==> config.mk <==
export PLATFORM = sky130hd
export DESIGN_NAME = uart_frame_parser_flat
export DESIGN_NICKNAME = d
export VERILOG_FILES = /design/src/rtl/uart_frame_pkg.sv /design/src/rtl/uart_frame_parser_if.sv /design/src/rtl/uart_frame_parser_frame_buf.sv /design/src/rtl/uart_frame_parser.sv /design/src/flat_wrapper.sv
export SDC_FILE = /design/constraint.sdc
export NUM_CORES = 1
export LEC_CHECK = 0
export CORE_MARGIN = 2
export CORE_UTILIZATION = 51
export CTS_BUF_LIST = sky130_fd_sc_hd__clkbuf_16
export DETAILED_ROUTE_END_ITERATION = 10
export GPL_TIMING_DRIVEN = 0
export PLACE_DENSITY_LB_ADDON = 0.25
export REMOVE_ABC_BUFFERS = 1
export SYNTH_ARGS = -nofsm -noshare
export SYNTH_HDL_FRONTEND = slang
export SYNTH_SLANG_ARGS = --single-unit
==> constraint.sdc <==
create_clock -name clk -period 4.6 [get_ports clk]
set_input_delay 0.69 -clock clk [delete_from_list [all_inputs] [get_ports clk]]
set_output_delay 0.69 -clock clk [all_outputs]
set_load 0.01 [all_outputs]
==> src/rtl/uart_frame_pkg.sv <==
// Shared types and default parameters for the UART framing stage.
// Latency: n/a (declarations only).
// Backpressure: n/a (declarations only).
package uart_frame_pkg;

    typedef enum logic [2:0] {
        IDLE,
        LEN,
        PAYLOAD,
        CHK,
        DRAIN
    } state_e;

    localparam logic [7:0] SOF_DEFAULT     = 8'hA5;
    localparam int         MAX_LEN_DEFAULT = 16;
    localparam int         TIMEOUT_DEFAULT = 50000;

endpackage

==> src/rtl/uart_frame_parser_if.sv <==
// Byte-in / payload-out bundle for the UART frame parser, plus its error pulses.
// Latency: n/a (wires only).
// Backpressure: out_ready throttles the payload stream; rx side has none.
interface uart_frame_parser_if;
    logic [7:0] rx_data;
    logic       rx_valid;
    logic [7:0] out_data;
    logic       out_valid;
    logic       out_ready;
    logic       out_last;
    logic [7:0] frame_len;
    logic       chk_err;
    logic       len_err;
    logic       timeout_err;
    logic       overrun;

    // Byte source and payload consumer side.
    modport master (
        output rx_data, rx_valid, out_ready,
        input  out_data, out_valid, out_last, frame_len,
        input  chk_err, len_err, timeout_err, overrun
    );

    // Parser side.
    modport slave (
        input  rx_data, rx_valid, out_ready,
        output out_data, out_valid, out_last, frame_len,
        output chk_err, len_err, timeout_err, overrun
    );
endinterface

==> src/rtl/uart_frame_parser_frame_buf.sv <==
// Payload register file: DEPTH x 8, synchronous write, combinational read, no reset.
// Latency: write visible on the read port the cycle after we; read is same-cycle.
// Backpressure: none; the parser guarantees writes and reads never collide.
module frame_buf #(
    parameter int DEPTH = 16,
    parameter int IW    = 4
) (
    input  logic          clk,
    input  logic          we,
    input  logic [IW-1:0] waddr,
    input  logic [7:0]    wdata,
    input  logic [IW-1:0] raddr,
    output logic [7:0]    rdata
);
    logic [7:0] mem_q [DEPTH];

    // Store one payload byte per write strobe; contents survive reset by design.
    always_ff @(posedge clk) begin
        if (we) begin
            mem_q[waddr] <= wdata;
        end
    end

    assign rdata = mem_q[raddr];
endmodule

==> src/rtl/uart_frame_parser.sv <==
// Hunts SOF, collects LEN payload bytes, verifies the additive checksum, replays good payloads.
// Latency: first payload byte is offered the cycle after the CHK byte; errors pulse one cycle after cause.
// Backpressure: out_ready stalls the drain with outputs held; rx bytes arriving during drain are dropped (overrun).
module uart_frame_parser
    import uart_frame_pkg::*;
#(
    parameter logic [7:0] SOF     = SOF_DEFAULT,
    parameter int         MAX_LEN = MAX_LEN_DEFAULT,
    parameter int         TIMEOUT = TIMEOUT_DEFAULT
) (
    input  logic                clk,
    input  logic                rst,
    uart_frame_parser_if.slave  bus
);
    localparam int IW = (MAX_LEN > 1) ? $clog2(MAX_LEN) : 1;
    localparam int TW = $clog2(TIMEOUT + 1);

    state_e        state_q, state_d;
    logic [7:0]    acc_q, acc_d;
    logic [7:0]    len_q, len_d;
    logic [IW-1:0] wr_idx_q, wr_idx_d;
    logic [IW-1:0] rd_idx_q, rd_idx_d;
    logic [TW-1:0] tmo_q, tmo_d;
    logic          chk_err_q, chk_err_d;
    logic          len_err_q, len_err_d;
    logic          timeout_err_q, timeout_err_d;
    logic          overrun_q, overrun_d;
    logic          buf_we;
    logic [7:0]    buf_rdata;
    logic          in_drain;
    logic          is_last;
    logic          timed;

    frame_buf #(.DEPTH(MAX_LEN), .IW(IW)) u_buf (
        .clk   (clk),
        .we    (buf_we),
        .waddr (wr_idx_q),
        .wdata (bus.rx_data),
        .raddr (rd_idx_q),
        .rdata (buf_rdata)
    );

    assign in_drain = (state_q == DRAIN);
    assign is_last  = (8'(rd_idx_q) == len_q - 8'd1);
    assign timed    = (state_q == LEN) || (state_q == PAYLOAD) || (state_q == CHK);

    // Buffer contents are masked outside DRAIN so stale payload never leaks out.
    assign bus.out_valid   = in_drain;
    assign bus.out_data    = in_drain ? buf_rdata : 8'h00;
    assign bus.out_last    = in_drain && is_last;
    assign bus.frame_len   = len_q;
    assign bus.chk_err     = chk_err_q;
    assign bus.len_err     = len_err_q;
    assign bus.timeout_err = timeout_err_q;
    assign bus.overrun     = overrun_q;

    // Next-state logic: framing FSM, checksum accumulation, indices and inter-byte timeout.
    always_comb begin
        state_d       = state_q;
        acc_d         = acc_q;
        len_d         = len_q;
        wr_idx_d      = wr_idx_q;
        rd_idx_d      = rd_idx_q;
        tmo_d         = '0;
        chk_err_d     = 1'b0;
        len_err_d     = 1'b0;
        timeout_err_d = 1'b0;
        overrun_d     = 1'b0;
        buf_we        = 1'b0;

        unique case (state_q)
            IDLE: begin
                if (bus.rx_valid && bus.rx_data == SOF) begin
                    state_d = LEN;
                end
            end
            LEN: begin
                if (bus.rx_valid) begin
                    if (bus.rx_data == 8'd0 || 32'(bus.rx_data) > MAX_LEN) begin
                        len_err_d = 1'b1;
                        state_d   = IDLE;
                    end else begin
                        len_d    = bus.rx_data;
                        acc_d    = bus.rx_data;
                        wr_idx_d = '0;
                        state_d  = PAYLOAD;
                    end
                end
            end
            PAYLOAD: begin
                if (bus.rx_valid) begin
                    buf_we   = 1'b1;
                    acc_d    = acc_q + bus.rx_data;
                    wr_idx_d = wr_idx_q + IW'(1);
                    if (8'(wr_idx_q) == len_q - 8'd1) begin
                        state_d = CHK;
                    end
                end
            end
            CHK: begin
                if (bus.rx_valid) begin
                    if (bus.rx_data == acc_q) begin
                        rd_idx_d = '0;
                        state_d  = DRAIN;
                    end else begin
                        chk_err_d = 1'b1;
                        state_d   = IDLE;
                    end
                end
            end
            DRAIN: begin
                overrun_d = bus.rx_valid;
                if (bus.out_ready) begin
                    rd_idx_d = rd_idx_q + IW'(1);
                    if (is_last) begin
                        state_d = IDLE;
                    end
                end
            end
            default: state_d = IDLE;
        endcase

        // A byte landing in the same cycle the count hits TIMEOUT wins over the timeout.
        if (timed && !bus.rx_valid) begin
            if (tmo_q == TW'(TIMEOUT)) begin
                timeout_err_d = 1'b1;
                state_d       = IDLE;
            end else begin
                tmo_d = tmo_q + TW'(1);
            end
        end
    end

    // State and datapath registers; reset discards any frame in progress silently.
    always_ff @(posedge clk or negedge rst) begin
        if (!rst) begin
            state_q       <= IDLE;
            acc_q         <= '0;
            len_q         <= '0;
            wr_idx_q      <= '0;
            rd_idx_q      <= '0;
            tmo_q         <= '0;
            chk_err_q     <= 1'b0;
            len_err_q     <= 1'b0;
            timeout_err_q <= 1'b0;
            overrun_q     <= 1'b0;
        end else begin
            state_q       <= state_d;
            acc_q         <= acc_d;
            len_q         <= len_d;
            wr_idx_q      <= wr_idx_d;
            rd_idx_q      <= rd_idx_d;
            tmo_q         <= tmo_d;
            chk_err_q     <= chk_err_d;
            len_err_q     <= len_err_d;
            timeout_err_q <= timeout_err_d;
            overrun_q     <= overrun_d;
        end
    end
endmodule

==> src/flat_wrapper.sv <==
// flat-port wrapper written by rule: the top's interface ports become plain ports
module uart_frame_parser_flat import uart_frame_pkg::*;
#(
    parameter logic [7:0] SOF     = SOF_DEFAULT,
    parameter int         MAX_LEN = MAX_LEN_DEFAULT,
    parameter int         TIMEOUT = TIMEOUT_DEFAULT
)
  (clk, rst, bus_rx_data, bus_rx_valid, bus_out_ready, bus_out_data, bus_out_valid, bus_out_last, bus_frame_len, bus_chk_err, bus_len_err, bus_timeout_err, bus_overrun);
  uart_frame_parser_if bus_i ();
  input  logic clk;
  input  logic rst;
  input wire logic [$bits(bus_i.rx_data)-1:0] bus_rx_data;
  input wire logic [$bits(bus_i.rx_valid)-1:0] bus_rx_valid;
  input wire logic [$bits(bus_i.out_ready)-1:0] bus_out_ready;
  output wire logic [$bits(bus_i.out_data)-1:0] bus_out_data;
  output wire logic [$bits(bus_i.out_valid)-1:0] bus_out_valid;
  output wire logic [$bits(bus_i.out_last)-1:0] bus_out_last;
  output wire logic [$bits(bus_i.frame_len)-1:0] bus_frame_len;
  output wire logic [$bits(bus_i.chk_err)-1:0] bus_chk_err;
  output wire logic [$bits(bus_i.len_err)-1:0] bus_len_err;
  output wire logic [$bits(bus_i.timeout_err)-1:0] bus_timeout_err;
  output wire logic [$bits(bus_i.overrun)-1:0] bus_overrun;
  assign bus_i.rx_data = bus_rx_data;
  assign bus_i.rx_valid = bus_rx_valid;
  assign bus_i.out_ready = bus_out_ready;
  assign bus_out_data = bus_i.out_data;
  assign bus_out_valid = bus_i.out_valid;
  assign bus_out_last = bus_i.out_last;
  assign bus_frame_len = bus_i.frame_len;
  assign bus_chk_err = bus_i.chk_err;
  assign bus_len_err = bus_i.len_err;
  assign bus_timeout_err = bus_i.timeout_err;
  assign bus_overrun = bus_i.overrun;
  uart_frame_parser #(.SOF(SOF), .MAX_LEN(MAX_LEN), .TIMEOUT(TIMEOUT)) u_core (.clk(clk), .rst(rst), .bus(bus_i));
endmodule
# Word level (Yosys, flattened, before mapping)
# Memory sizes are Yosys's and may differ from the RTL's.
# Index checks and enable logic that the tools add are counted.
dict set report totals {
  inputBits 12
  mem_bits_ro 0
  out_inout_bits 22
  word_cells 87
  latch_bits 0
  ram_bits 128
  regBits 47
  mem_count 1
}
dict set report classes {
  mul 0
  muxes 40
  add_sub_neg 5
  shifts 0
  n_eq_ne 15
  bitwise 1
  div_mod_pow 0
  order_cmp 1
  reduce_logical 14
}
# name words width read_ports rd_clocked_by_memory_dff wr line_no
set memory_table {}
lappend memory_table {u_core.u_buf.mem_q 16 8 1 0 1 uart_frame_parser_frame_buf.sv:15} ;# logic [7:0] mem_q [DEPTH];
# operator n
set ops {}
lappend ops {{16-bit 2-to-1 mux} 2}
lappend ops {{8-bit 2-to-1 mux} 4}
lappend ops {{3-bit 2-to-1 mux} 10}
lappend ops {{4-bit 2-to-1 mux} 6}
lappend ops {{16-bit by 1-bit adder with 16-bit output, second input constant} 1}
lappend ops {{16-bit == test, second input constant} 1}
lappend ops {{4-bit by 8-bit == test with 1-bit output} 2}
lappend ops {{4-bit one-hot mux with 2 select lines} 2}
lappend ops {{8-bit one-hot mux with 2 select lines} 1}
lappend ops {{3-bit one-hot mux with 5 select lines} 1}
lappend ops {{1-bit 2-to-1 mux} 13}
lappend ops {{2-bit inequality test, second input constant} 6}
lappend ops {{4-bit by 1-bit adder with 4-bit output, second input constant} 2}
lappend ops {{8-bit adder} 1}
lappend ops {{8-bit == test} 1}
lappend ops {{8-bit == test, second input constant} 1}
lappend ops {{8-bit by 5-bit > comparator with 1-bit output, second input constant} 1}
lappend ops {{8-bit logical NOT} 1}
lappend ops {{4-bit AND reduction} 2}
lappend ops {{8-bit by 1-bit subtractor with 8-bit output, second input constant} 1}
lappend ops {{3-bit by 2-bit == test with 1-bit output, second input constant} 2}
lappend ops {{2-bit nonzero test} 2}
lappend ops {{3-bit by 1-bit == test with 1-bit output, second input constant} 1}
lappend ops {{3-bit == test, second input constant} 1}
lappend ops {{7 further kinds} 11}

# Logic depth before layout (Yosys ltp)
dict set report depth {
  word_depth 7
  ltp_mapped 9
  ltp_nobuf 9
}

# Modules after synthesis
# From an unflattened synthesis, not the netlist that was laid out.
dict set report hier_totals {
  cells_unflattened 520
  area_unflattened_um2 7831.3
}
# module cells_each area_each_um2 n_inst seq_area_each_um2
set by_module_without_submodules {}
lappend by_module_without_submodules {frame_buf 221 4987.3 1 3843.7}
lappend by_module_without_submodules {uart_frame_parser 299 2844.0 1 1176.1}

# Worst setup path after synthesis
# OpenSTA, ideal clock, no wires.
dict set report synth_timing {
  path_type {reg-to-output}
  from {reg u_core.rd_idx_q[0]}
  to {out bus_out_data[0]}
  arrival_time_ns 1.974
  slack_ns 1.936
  n_path_buf 2
  t_required_ns 3.910
  path_stages_with_launch 6
  cell_sequence {dfrtp_1 > buf_4 > buf_2 > mux4_2 > mux4_2 > and2_1}
}
dict set report synth_between {
  elab_chain_len 2
}
# element line_no
set synth_rtl {}
lappend synth_rtl {{start: declaration} uart_frame_parser.sv:22} ;# logic [IW-1:0] rd_idx_q, rd_idx_d;
lappend synth_rtl {{start signal: assignment} uart_frame_parser.sv:152} ;# rd_idx_q <= rd_idx_d;
lappend synth_rtl {{memory 16 x 8 bit} --}
lappend synth_rtl {{8-bit 2-to-1 mux} uart_frame_parser.sv:49} ;# assign bus.out_data = in_drain ? buf_rdata : 8'h00;
lappend synth_rtl {{end: declaration} flat_wrapper.sv:15} ;# output wire logic [$bits(bus_i.out_data)-1:0] bus_out_data;
# No other way between the ends.

# Worst setup path in the final report
dict set report layout_timing {
  from {reg u_core.rd_idx_q[0]}
  to {out bus_out_data[4]}
}
# The elaborated chain is that of the path after synthesis.

==> flow_summary.toml <==
[clock_tree]
cts-resized-gates = 0
cts-hold-fix-buffers = 0
cts_max_path_buffers = 2
tritoncts = "built"
clk_pin_slew_ns = 0.06
cts_made_buffers = 17
post-cts-setup-buffer-count = 0
root_buffer = "clkbuf_16"
cts.sinks = 175
cts_max_level = 4
insertion_delay_ns = 0.42

[floorplan]
core_area_um2 = 14500
io_pins = 34
start_util_pct = 52.4
die_width_um = 126
rows = 44
fp.dieArea_um2 = 15900
die_h_um = 126

[synthesis]
synth_common_cells = "edfxtp_1 (128), dfrtp_1 (47), mux4_2 (40)"
ys_warn_count = 0
synth-async-reset-ratio_pct = 26.9
synth_area_leaders = "edfxtp_1 (50%), dfrtp_1 (15%), mux4_2 (12%)"
synth_edf_count = 128
synth_top_area_cell = "edfxtp_1"
synth_seq_cells = 175
yosysSeqAreaShare_pct = 65.9
avgSynthCellArea_um2 = 15.5
yosysMostFrequentCell = "edfxtp_1"
synth_area_um2 = 7610
netlist_instances = 490
synth.distinct_cells = 49
ys.flop_type = "edfxtp_1"
synth_top_area_share_pct = 50.5

[global_routing]
antenna_found_initial = 0
grt_max_degree = 37
grt_pass1_wl_um = 23700
track_usage_pct = 19.8
grt_pass1_vias = 4438
overflow = 0

[setup_path]
slowest_stage = "dfrtp_2"
crit_path_max_incr_delay_ns = 0.74
start_kind = "register"
cp-end-kind = "output port"
cpLargestDelayFamily = "multiplexers"
crit_top_cell = "mux4_2"
cp_data_required_time_ns = 3.91
path_cells = "buf_12 -> mux4_2 -> mux4_2 -> and2_1 -> clkdlybuf4s50_1"
path_class = "register to output port"
reg2reg_slack_ns = 1.59
crit_path_max_fanout = 22
critPathBufInv = 2
cp.arrival_ns = 3.17

[timing]
relSlewSlack_pct = 31.6
rsz0062_at_grt = "false"
worst_pin_slew_ns = 1.02
clock_skew_ns = 0.00809
period_share_pct = 83.8
fmaxAchievable_mhz = 259
final_max_slew_viol_count = 0
finalSetupViolCount = 0
setup-tns-final_ns = 0
hold_violations = 0
period_needed_ns = 3.86

[job]
drv_cap = 0

[detailed_routing]
dr_total_vias = 4211
drtAntennaViolNets = 0
dr.pass1.iters = 5
viasPerCell = 5.84
routedWlPerCell_um = 20.8
drc_errors = 0
wirelength_um = 15000
first_iter_violations = 388

[placement]
placed_cells = 689
port_buffers = 33
place.gp.congestion = 0.768
dp_hpwl_um = 9730

[final_layout]
syn2layout_area_growth_pct = 14.0
nets = 552
fill_cells = 1129
diodes = 0
drive_above_1_share_pct = 15.6
fin_util_pct = 59.7
stdcell_count = 721

[status]
status = "finished, final reports clean"

[pwr]
p_per_area_nw_per_um2 = 435
leakage_uw = 0.00305
peakVddDrop_v = 0.000317
design_power_total_uw = 3770

[worst_hold_path]
min_path_type = "input port to asynchronous set/reset pin"
==> sequential cells by signal (all words and copies together) (netlist names) <==
| register | count |
|---|---|
| u_core.u_buf.mem_q | 128 |
| u_core.tmo_q | 16 |
| u_core.acc_q | 8 |
| u_core.bus.frame_len | 8 |
| u_core.rd_idx_q | 4 |
| u_core.wr_idx_q | 4 |
| u_core.state_q | 3 |
| u_core.bus.chk_err | 1 |
| u_core.bus.len_err | 1 |
| u_core.bus.overrun | 1 |
| u_core.bus.timeout_err | 1 |
==> layer usage <==
metal  vias to the layer above  global-route usage, %  share of wire, %
li1                       1932                      -                 -
met1                      2147                   26.6                44
met2                       109                   32.1                49
met3                        23                   3.99               4.8
met4                         0                   8.21               1.9
met5                         -                      0                 0
==> where the power goes <==
part,internal [µW],switching (µW)
logic,379,228
registers,1720,126
clock network,739,587
total,2830,940
==> final timing paths <==
check	startpoint	to	cells after the start
hold / removal	rst	u_core.tmo_q[10]	1
min in group clk	u_core.acc_q[5]	u_core.acc_q[5]	2
max in group asynchronous	rst	u_core.rd_idx_q[1]	2
setup / recovery	u_core.rd_idx_q[0]	bus_out_data[4]	5
setup reg to reg	u_core.state_q[2]	u_core.u_buf.mem_q[15][7]	5
hold reg to reg	u_core.acc_q[5]	u_core.acc_q[5]	2
==> cells in the final DEF, fill, tap and decap left out, types with 10 or more instances in the layout <==
cell type and n:
edfxtp_1 128, dfrtp_1 45, mux4_2 40, nor2_1 38
nand2_1 37, clkdlybuf4s50_1 32, xor2_1 22, clkbuf_16 17
inv_1 16, ha_1 15, nand3_1 14, xnor2_1 11
o21ai_0 11, and2_1 10
==> area by class of cell <==
cell class,count,area (µm²),area share (%)
clock buffers,17,425,4.90
clock inverters,15,121,1.40
inverters,15,56.3,0.649
multi-input cells,280,2460,28.3
flip-flops and latches,175,5020,57.9
well taps,184,230,2.65
repair buffers,35,365,4.21
==> kinds of logic after synthesis <==
family / after synthesis / synth area share (%)
muxes: 41 / 12.0
AOI/OAI and AO/OA: 36 / 3.07
DFF: 175 / 65.9
and+or+nand+nor: 154 / 10.5
xor gates and xnor gates: 33 / 3.80
adders and majority gates: 16 / 2.73
buffers and inverters: 35 / 2.04
==> metrics by stage <==
step	cell area, µm²	hold WS, ns	setup WS (ns)
after floorplan	7510	0.394	1.16
after global placement	8080	0.484	0.0612
after detailed placement	8130	0.517	0.654
after CTS	8680	0.256	0.663
after global routing	8680	0.283	0.564
final	8680	0.256	0.745
No activity file was read; power rests on OpenSTA's default activity.
